===== src/rtl/multdiv_tracker.sv =====
// Scoreboard for the multi-cycle mul/div unit: tracks in-flight ops through a DEPTH-stage shift chain.
// Optional macro MULTDIV_WAW_CHECK_EN blocks issue to a destination register that is still pending.
`default_nettype none

module multdiv_tracker #(
  parameter int DEPTH = 17,
  parameter int REGW  = 5
) (
  input  logic             clock_i,
  input  logic             reset_i,
  input  logic             issue_i,
  input  logic [REGW-1:0]  issue_rd_i,
  input  logic             issue_div_i,
  output logic             issue_ready_o,
  input  logic [REGW-1:0]  dx_rs_i,
  input  logic [REGW-1:0]  dx_rt_i,
  input  logic [REGW-1:0]  dx_rd_i,
  input  logic             dx_rd_rs_i,
  input  logic             dx_rd_rt_i,
  input  logic             dx_rd_rd_i,
  input  logic             wb_grant_i,
  output logic             wb_valid_o,
  output logic [REGW-1:0]  wb_rd_o,
  output logic [DEPTH-1:0] busy_stage_o,
  output logic [DEPTH-1:0] bp_reqX_o,
  output logic             exc_piped_o
);

  logic [DEPTH-1:0] valid_q, valid_d;
  logic [DEPTH-1:0] div_q, div_d;
  logic [REGW-1:0]  rd_q [DEPTH];
  logic [REGW-1:0]  rd_d [DEPTH];

  logic freeze;
  logic accept;

  // A finished op that cannot get the writeback port stalls the entire chain.
  assign freeze = valid_q[DEPTH-1] & ~wb_grant_i;
  assign accept = issue_i & issue_ready_o;

`ifdef MULTDIV_WAW_CHECK_EN
  logic waw_hit;

  always_comb begin
    waw_hit = 1'b0;
    for (int i = 0; i < DEPTH; i++) begin
      if (valid_q[i] && (rd_q[i] == issue_rd_i) && (issue_rd_i != '0)) begin
        waw_hit = 1'b1;
      end
    end
  end

  assign issue_ready_o = ~freeze & ~waw_hit;
`else
  assign issue_ready_o = ~freeze;
`endif

  always_comb begin
    valid_d = valid_q;
    div_d   = div_q;
    for (int i = 0; i < DEPTH; i++) begin
      rd_d[i] = rd_q[i];
    end
    if (!freeze) begin
      valid_d = {valid_q[DEPTH-2:0], accept};
      div_d   = {div_q[DEPTH-2:0], issue_div_i};
      rd_d[0] = issue_rd_i;
      for (int i = 1; i < DEPTH; i++) begin
        rd_d[i] = rd_q[i-1];
      end
    end
  end

  always_ff @(posedge clock_i) begin
    if (reset_i) begin
      valid_q <= '0;
      div_q   <= '0;
      for (int i = 0; i < DEPTH; i++) begin
        rd_q[i] <= '0;
      end
    end else begin
      valid_q <= valid_d;
      div_q   <= div_d;
      for (int i = 0; i < DEPTH; i++) begin
        rd_q[i] <= rd_d[i];
      end
    end
  end

  assign wb_valid_o   = valid_q[DEPTH-1];
  assign wb_rd_o      = rd_q[DEPTH-1];
  assign busy_stage_o = valid_q;
  assign exc_piped_o  = |(valid_q & div_q);

  // Register 0 is hardwired, so a pending write to it never creates a hazard.
  always_comb begin
    bp_reqX_o = '0;
    for (int i = 0; i < DEPTH; i++) begin
      bp_reqX_o[i] = valid_q[i] && (rd_q[i] != '0) &&
                     ((dx_rd_rs_i && (rd_q[i] == dx_rs_i)) ||
                      (dx_rd_rt_i && (rd_q[i] == dx_rt_i)) ||
                      (dx_rd_rd_i && (rd_q[i] == dx_rd_i)));
    end
  end

endmodule

`default_nettype wire


===== config.mk =====
export PLATFORM = sky130hd
export DESIGN_NAME = multdiv_tracker
export DESIGN_NICKNAME = d
export VERILOG_FILES = /design/src/rtl/multdiv_tracker.sv
export SDC_FILE = /design/constraint.sdc
export NUM_CORES = 1
export LEC_CHECK = 0
export ABC_CLOCK_PERIOD_IN_PS = 1700
export BUFFER_PORTS_ARGS = -buffer_cell sky130_fd_sc_hd__buf_4
export CORE_MARGIN = 2
export CORE_UTILIZATION = 61
export DETAILED_ROUTE_END_ITERATION = 10
export PLACE_DENSITY = 0.81
export SLEW_MARGIN = 5
export SYNTH_ARGS = -nofsm -noshare
export SYNTH_HDL_FRONTEND = slang
export SYNTH_SLANG_ARGS = --single-unit

===== constraint.sdc =====
create_clock -name clock_i -period 1.7 [get_ports clock_i]
set_clock_uncertainty 0.1 [all_clocks]
set_input_delay 0.17 -clock clock_i [delete_from_list [all_inputs] [get_ports clock_i]]
set_output_delay 0.17 -clock clock_i [all_outputs]
set_load 0.01 [all_outputs]

==> results of run 1 <==
-- through the flow --
stage | power, mW | TNS (ps) | utilization | instance area [sq um] | setup slack [ps]
6_report | 7.761 | -6405 | 0.7812 | 9938 | -418.7
3_5_place_dp | 3.695 | -26.41 | 0.6707 | 8533 | -14.97
2_1_floorplan | 3.455 | 0 | - | 8013 | 196.9
5_1_grt | 7.924 | -7295 | 0.7812 | 9938 | -474.8
4_1_cts | 7.677 | -5558 | 0.7631 | 9708 | -393.2
3_3_place_gp | 3.677 | 0 | 0.6707 | 8533 | 13.53
-- routing by layer --
| layer | up-vias | track usage | wire, microns |
|---|---|---|---|
| met5 | - | 0 | 0 |
| met4 | 0 | 0.2143 | 1676 |
| met3 | 183 | 0.09411 | 3192 |
| met2 | 658 | 0.5794 | 12300 |
| met1 | 3715 | 0.4553 | 9797 |
| li1 | 3456 | - | - |
-- timing repair --
action                     4_1_cts  5_1_grt
gates resized for setup        106       40
pin swaps                       77       39
setup endpoints to repair       19       19
hold endpoints to repair         7        0
hold buffers                     7        0
gates cloned                     3        0
setup buffers                   16        7
-- path summary, 6_finish.rpt --
path / endpoint / start / slack (ps)
setup / recovery: bp_reqX_o[8] / rd_q[0][40]$_SDFFE_PP0N_ / -420
hold / removal: rd_q[0][20]$_SDFFE_PP0N_ / reset_i / 90
setup reg to reg: rd_q[0][70]$_SDFFE_PP0N_ / busy_stage_o[16]$_SDFFE_PP0N_ / 30
hold reg to reg: div_q[16]$_SDFFE_PP0N_ / div_q[16]$_SDFFE_PP0N_ / 360
-- state kept, by name (all words and copies together) (netlist names) --
name          count
div_q            17
busy_stage_o     17
rd_q             85
-- placed cells by master, fill, tap and decap left out, types with 16 or more instances in the layout --
master	count
nor4_1	27
dfxtp_1	43
buf_4	131
xor2_1	199
dfxtp_4	32
a21oi_1	118
or4_1	16
o21ai_1	16
xnor2_1	51
nor4_2	24
dfxtp_2	44
nand2_1	237
clkbuf_16	17
buf_12	18
nand3_1	52
-- final cells by class --
cell class | instances | area (sq um) | area share
tap | 172 | 215.2 | 0.02165
multi-input combinational | 776 | 4960 | 0.4991
clock inverter | 12 | 198.9 | 0.02002
timing repair buffer | 160 | 1539 | 0.1549
sequential | 119 | 2557 | 0.2573
inverter | 1 | 11.26 | 0.001133
clock buffer | 20 | 456.7 | 0.04595
-- power breakdown --
group | total, mW | internal (mW) | switching [mW]
Clock | 4.05 | 2.67 | 1.37
Combinational | 0.888 | 0.380 | 0.509
Sequential | 2.83 | 2.78 | 0.0516
-- cell families (layout without fill, tap and decap cells) --
family                 after synthesis  in the layout
flip-flops                         119            119
AND/OR/NAND/NOR                    361            361
buffers and inverters              162            193
XOR/XNOR                           255            255
AO/OA/AOI/OAI                      160            160
==> out/qor.json, run 1 <==
{
  "drt": {
    "detail_route.vias_per_cell": 6.359,
    "detailroute.via_count": 8012,
    "detail_route.first_pass.iterations": 9,
    "initialDrtViolationCount": 1264,
    "drt_drc_violations_left": 0,
    "finalWirelength_mm": 26.96,
    "antenna_left": 0,
    "avgRoutedWirePerCell_microns": 21.40
  },
  "die": {
    "die_width_microns": 118.6,
    "coreArea_sq_um": 12720,
    "start_util": 0.6298,
    "die_area_sq_um": 14070,
    "floorplan.io_pins": 70,
    "fp-row-count": 41,
    "die_height_microns": 118.6
  },
  "yosys": {
    "synth_ff_type": "dfxtp_1",
    "yosysTopAreaCellShare": 0.2973,
    "netlist.top_cell.by_area": "dfxtp_1",
    "synth_top_family_by_area": "XOR/XNOR gates",
    "post_synth_and_or_nand_nor_area_fraction": 0.2066,
    "synth_compound_area_frac": 0.1059,
    "register_bit_count_reported_by_yosys": 119,
    "syn-mean-instance-area_sq_um": 7.581,
    "total_standard_cell_area_after_synthesis_sq_um": 8013,
    "sequential_fraction_of_the_synthesis_area": 0.2973,
    "synth_warnings": 0,
    "number_of_nets_in_the_synthesized_netlist": 1085,
    "adder_cell_share_of_the_synthesized_area": 0,
    "async_set_reset_flop_share_out_of_synthesis": 0,
    "yosys-top-cells-count": "237 x nand2_1, 204 x xor2_1, 119 x dfxtp_1",
    "synthMuxAreaShare": 0,
    "syn_inst": 1057,
    "netlist_top_cells_area": "dfxtp_1 30%, xor2_1 22%, nand2_1 11%",
    "synth_most_common_cell": "nand2_1",
    "ys_types": 25,
    "synth_xor_xnor_area_share": 0.2787,
    "number_of_flops_mapped_to_enable_cells_by_yosys": 0
  },
  "global_routing": {
    "globalRouteTotalUtil": 0.3686,
    "antenna_violations_before_repair": 0,
    "largest_net_degree_at_the_start_of_global_routing": 120,
    "globalRouteOverflowTotal": 0,
    "wire_length_of_the_first_global_routing_pass_mm": 40.57,
    "vias_in_the_first_global_route": 7489
  },
  "power_and_ir_drop": {
    "power-per-cell-area_nw_per_um2": 780.9,
    "power.leakage_nw": 4.133,
    "worst_ir_drop_vdd_mv": 0.9779
  },
  "outcome": {
    "failed_checks": "setup timing",
    "outcome": "finished with violations"
  },
  "final_layout": {
    "instances_no_fill": 1260,
    "final_layout_fill_cell_count": 807,
    "diodes": 0,
    "final_net_count": 1103,
    "layout-drive-gt1-share": 0.2776,
    "syn_to_final_growth_pct": 24.03
  },
  "clocking": {
    "clk_pin_slew_ps": 60,
    "numCtsBuffers": 17,
    "numClockSinks": 119,
    "clock_path_buffers": 2,
    "clock-root-buffer": "clkbuf_16",
    "cts.htree.levels": 4,
    "tritoncts": "yes",
    "clock_insertion_delay_worst_skew_ps": 440
  },
  "setup_path": {
    "startpoint_class": "register",
    "reg2reg_depth": 4,
    "slowest_delay_ps": 370,
    "path_max_fanout": 4,
    "critPathCaptureType": "primary output",
    "cp_top_family": "simple AND/OR/NAND/NOR gates",
    "cp.buffers_inverters": 1,
    "worst-setup-path-type": "register to primary output",
    "crit_path_cell_trace": "xor2_1 > nor4_2 > nand3_1 > a31oi_2 > buf_4",
    "cp.depth": 5,
    "cp_slowest_cell": "dfxtp_4",
    "timing.critical_path.required_ps": 1430,
    "critical_path_arrival_ps": 1850
  },
  "timing": {
    "max_slew_margin": 0.6172,
    "fmaxAchievable_mhz": 472.0,
    "timing.final.setup_violations": 18,
    "slew_viol_final": 0,
    "whs_ps": 87.91,
    "post-route-period-util": 1.246,
    "grt_setup_unrepaired": "yes",
    "setup_ws_final_ps": -418.7,
    "final.min_clock_period_ps": 2119,
    "timing_hold_violations_final": 0,
    "max_slew.worst_pin.slew_ps": 574.2
  },
  "min_path": {
    "holdCritPathClass": "input port to register",
    "hold_path_depth": 2
  },
  "placed_design": {
    "placed_cells": 1195,
    "gp_congestion": 0.8918,
    "portBuffers": 69,
    "hpwl_mm": 14.33
  },
  "flow_run": {
    "cap_viol_max_count": 0
  }
}
Power figures use the tool's default switching activity.
==> run 2, diff against run 1 <==
- CELL_PAD_IN_SITES_DETAIL_PLACEMENT: not set -> 0
- CELL_PAD_IN_SITES_GLOBAL_PLACEMENT: not set -> 1
- CORE_UTILIZATION: 61 -> 45
- PLACE_DENSITY: 0.81 -> not set
- PLACE_DENSITY_LB_ADDON: not set -> 0.1
==> out/qor.json, run 2 (same netlist as run 1, synthesis figures left out) <==
{
  "outcome": {
    "outcome": "finished with violations",
    "failed_checks": "setup timing"
  },
  "clocking": {
    "tritoncts": "yes",
    "clock_path_buffers": 2,
    "numClockSinks": 119,
    "clk_pin_slew_ps": 60,
    "numCtsBuffers": 17,
    "clock-root-buffer": "clkbuf_16",
    "cts.htree.levels": 4,
    "clock_insertion_delay_worst_skew_ps": 420
  },
  "timing": {
    "setup_ws_final_ps": -360.9,
    "timing.final.setup_violations": 18,
    "tns_ps": -5292,
    "max_slew_margin": 0.6233,
    "slew_viol_final": 0,
    "timing_hold_violations_final": 0,
    "post-route-period-util": 1.212,
    "whs_ps": 200.4,
    "final.min_clock_period_ps": 2061,
    "grt_setup_unrepaired": "yes",
    "fmaxAchievable_mhz": 485.2,
    "max_slew.worst_pin.slew_ps": 565.1
  },
  "global_routing": {
    "wire_length_of_the_first_global_routing_pass_mm": 39.09,
    "gr-usage-met1": 0.3676,
    "grtUsageMet3": 0.04268,
    "vias_in_the_first_global_route": 6989,
    "largest_net_degree_at_the_start_of_global_routing": 120,
    "antenna_violations_before_repair": 0,
    "globalRouteTotalUtil": 0.2726,
    "global_route_layer_with_the_greatest_usage": "met2",
    "globalRouteOverflowTotal": 0,
    "grt.met2_usage": 0.4397
  },
  "drt": {
    "drt_drc_violations_left": 0,
    "initialDrtViolationCount": 476,
    "detailroute.via_count": 7279,
    "detail_route.first_pass.iterations": 5,
    "detail_route.vias_per_cell": 5.380,
    "finalWirelength_mm": 25.87,
    "antenna_left": 0,
    "avgRoutedWirePerCell_microns": 19.12
  },
  "power_and_ir_drop": {
    "worst_ir_drop_vdd_mv": 0.6861,
    "power-per-cell-area_nw_per_um2": 696.2,
    "power.leakage_nw": 4.265,
    "totalPowerFinal_mw": 7.113
  },
  "die": {
    "die_height_microns": 137.4,
    "start_util": 0.4616,
    "floorplan.io_pins": 70,
    "die_area_sq_um": 18890,
    "fp-row-count": 48,
    "die_width_microns": 137.4,
    "coreArea_sq_um": 17360
  },
  "final_layout": {
    "mostFrequentLayoutCell": "nand2_1",
    "syn_to_final_growth_pct": 27.50,
    "layout-drive-gt1-share": 0.3014,
    "final_net_count": 1143,
    "mostFrequentLayoutCells": "237 x nand2_1, 201 x xor2_1, 164 x buf_4, 118 x a21oi_1",
    "instances_no_fill": 1353,
    "diodes": 0,
    "largest_register_ffs": 85,
    "largest_register": "rd_q"
  },
  "setup_path": {
    "crit_path_cell_trace": "xor2_1 > nor4_1 > nand3_1 > a31oi_2 > buf_4",
    "path_max_fanout": 5,
    "timing.critical_path.required_ps": 1430,
    "cp.buffers_inverters": 1,
    "startpoint_class": "register",
    "slowest_delay_ps": 370,
    "critical_path_arrival_ps": 1790,
    "cp_top_family": "simple AND/OR/NAND/NOR gates",
    "worst-setup-path-type": "register to primary output",
    "cp_slowest_cell": "dfxtp_4",
    "critPathCaptureType": "primary output"
  },
  "placed_design": {
    "placed_cells": 1277,
    "hpwl_mm": 15.94,
    "gp_congestion": 0.8869,
    "dp_worst_setup_slack_ps": -64.62,
    "portBuffers": 69
  },
  "min_path": {
    "holdCritPathClass": "input port to register"
  },
  "flow_run": {
    "cap_viol_max_count": 0
  }
}
[run 2: cell count changes in the layout (fill, tap and decap cells not counted), sizes merged]
cell	delta
buf	+40
bufbuf	-2
bufinv	-4
clkbuf	+3
clkinv	-2
clkinvlp	+4
inv	+1
[run 2: cell type report]
class	instances	area, sq um
Clock buffer	21	460.4
Timing Repair Buffer	200	1833
Inverter	1	11.26
Tap cell	225	281.5
Clock inverter	11	100.1
Multi-Input combinational cell	776	4952
Fill cell	1596	7141
Sequential cell	119	2577
[run 2: worst min-delay path, stage by stage]
cell,delay (ps)
buf_4,120
buf_12,240
nor2_1,140
[run 2: report_power, final]
group / leakage (nW) / internal [mW] / total [mW] / switching, mW
Clock: 0.261 / 2.08 / 3.44 / 1.36
Sequential: 1.01 / 2.76 / 2.81 / 0.0493
Combinational: 2.99 / 0.388 / 0.865 / 0.476
[run 2: per-stage QoR]
stage | instance area, sq um | utilization
after CTS | 9853 | 0.5677
after detailed placement | 8780 | 0.5058
final | 10220 | 0.5886
after global placement | 8780 | 0.5058
after floorplan | 8013 | -
after global routing | 10220 | 0.5886
[run 2: repair_timing]
item / CTS / global route
cloned: 1 / 2
resized for setup: 108 / 57
hold endpoints to repair: 7 / 0
hold buffers: 7 / 0
endpoints found under the setup margin: 19 / 21
buffers inserted: 25 / 9
pin swaps: 76 / 67
[run 2: per-layer routing]
layer  routed length (microns)  up-vias  share of wire
met5                         0        -              0
met4                       640        0          0.025
met3                      1133       53          0.044
met2                     12250      170           0.47
met1                     11840     3515           0.46
li1                          -     3541              -
[run 2: path summary, 6_finish.rpt]
| path | end | slack, ps | cells after the start | start |
|---|---|---|---|---|
| worst max register to register | rd_q[0][61]$_SDFFE_PP0N_ | 170 | 6 | busy_stage_o[16]$_SDFFE_PP0N_ |
| worst min-delay path | busy_stage_o[16]$_SDFFE_PP0N_ | 200 | 3 | reset_i |
| worst min register to register | div_q[16]$_SDFFE_PP0N_ | 360 | 2 | div_q[16]$_SDFFE_PP0N_ |
| worst max-delay path | bp_reqX_o[15] | -360 | 5 | rd_q[0][75]$_SDFFE_PP0N_ |
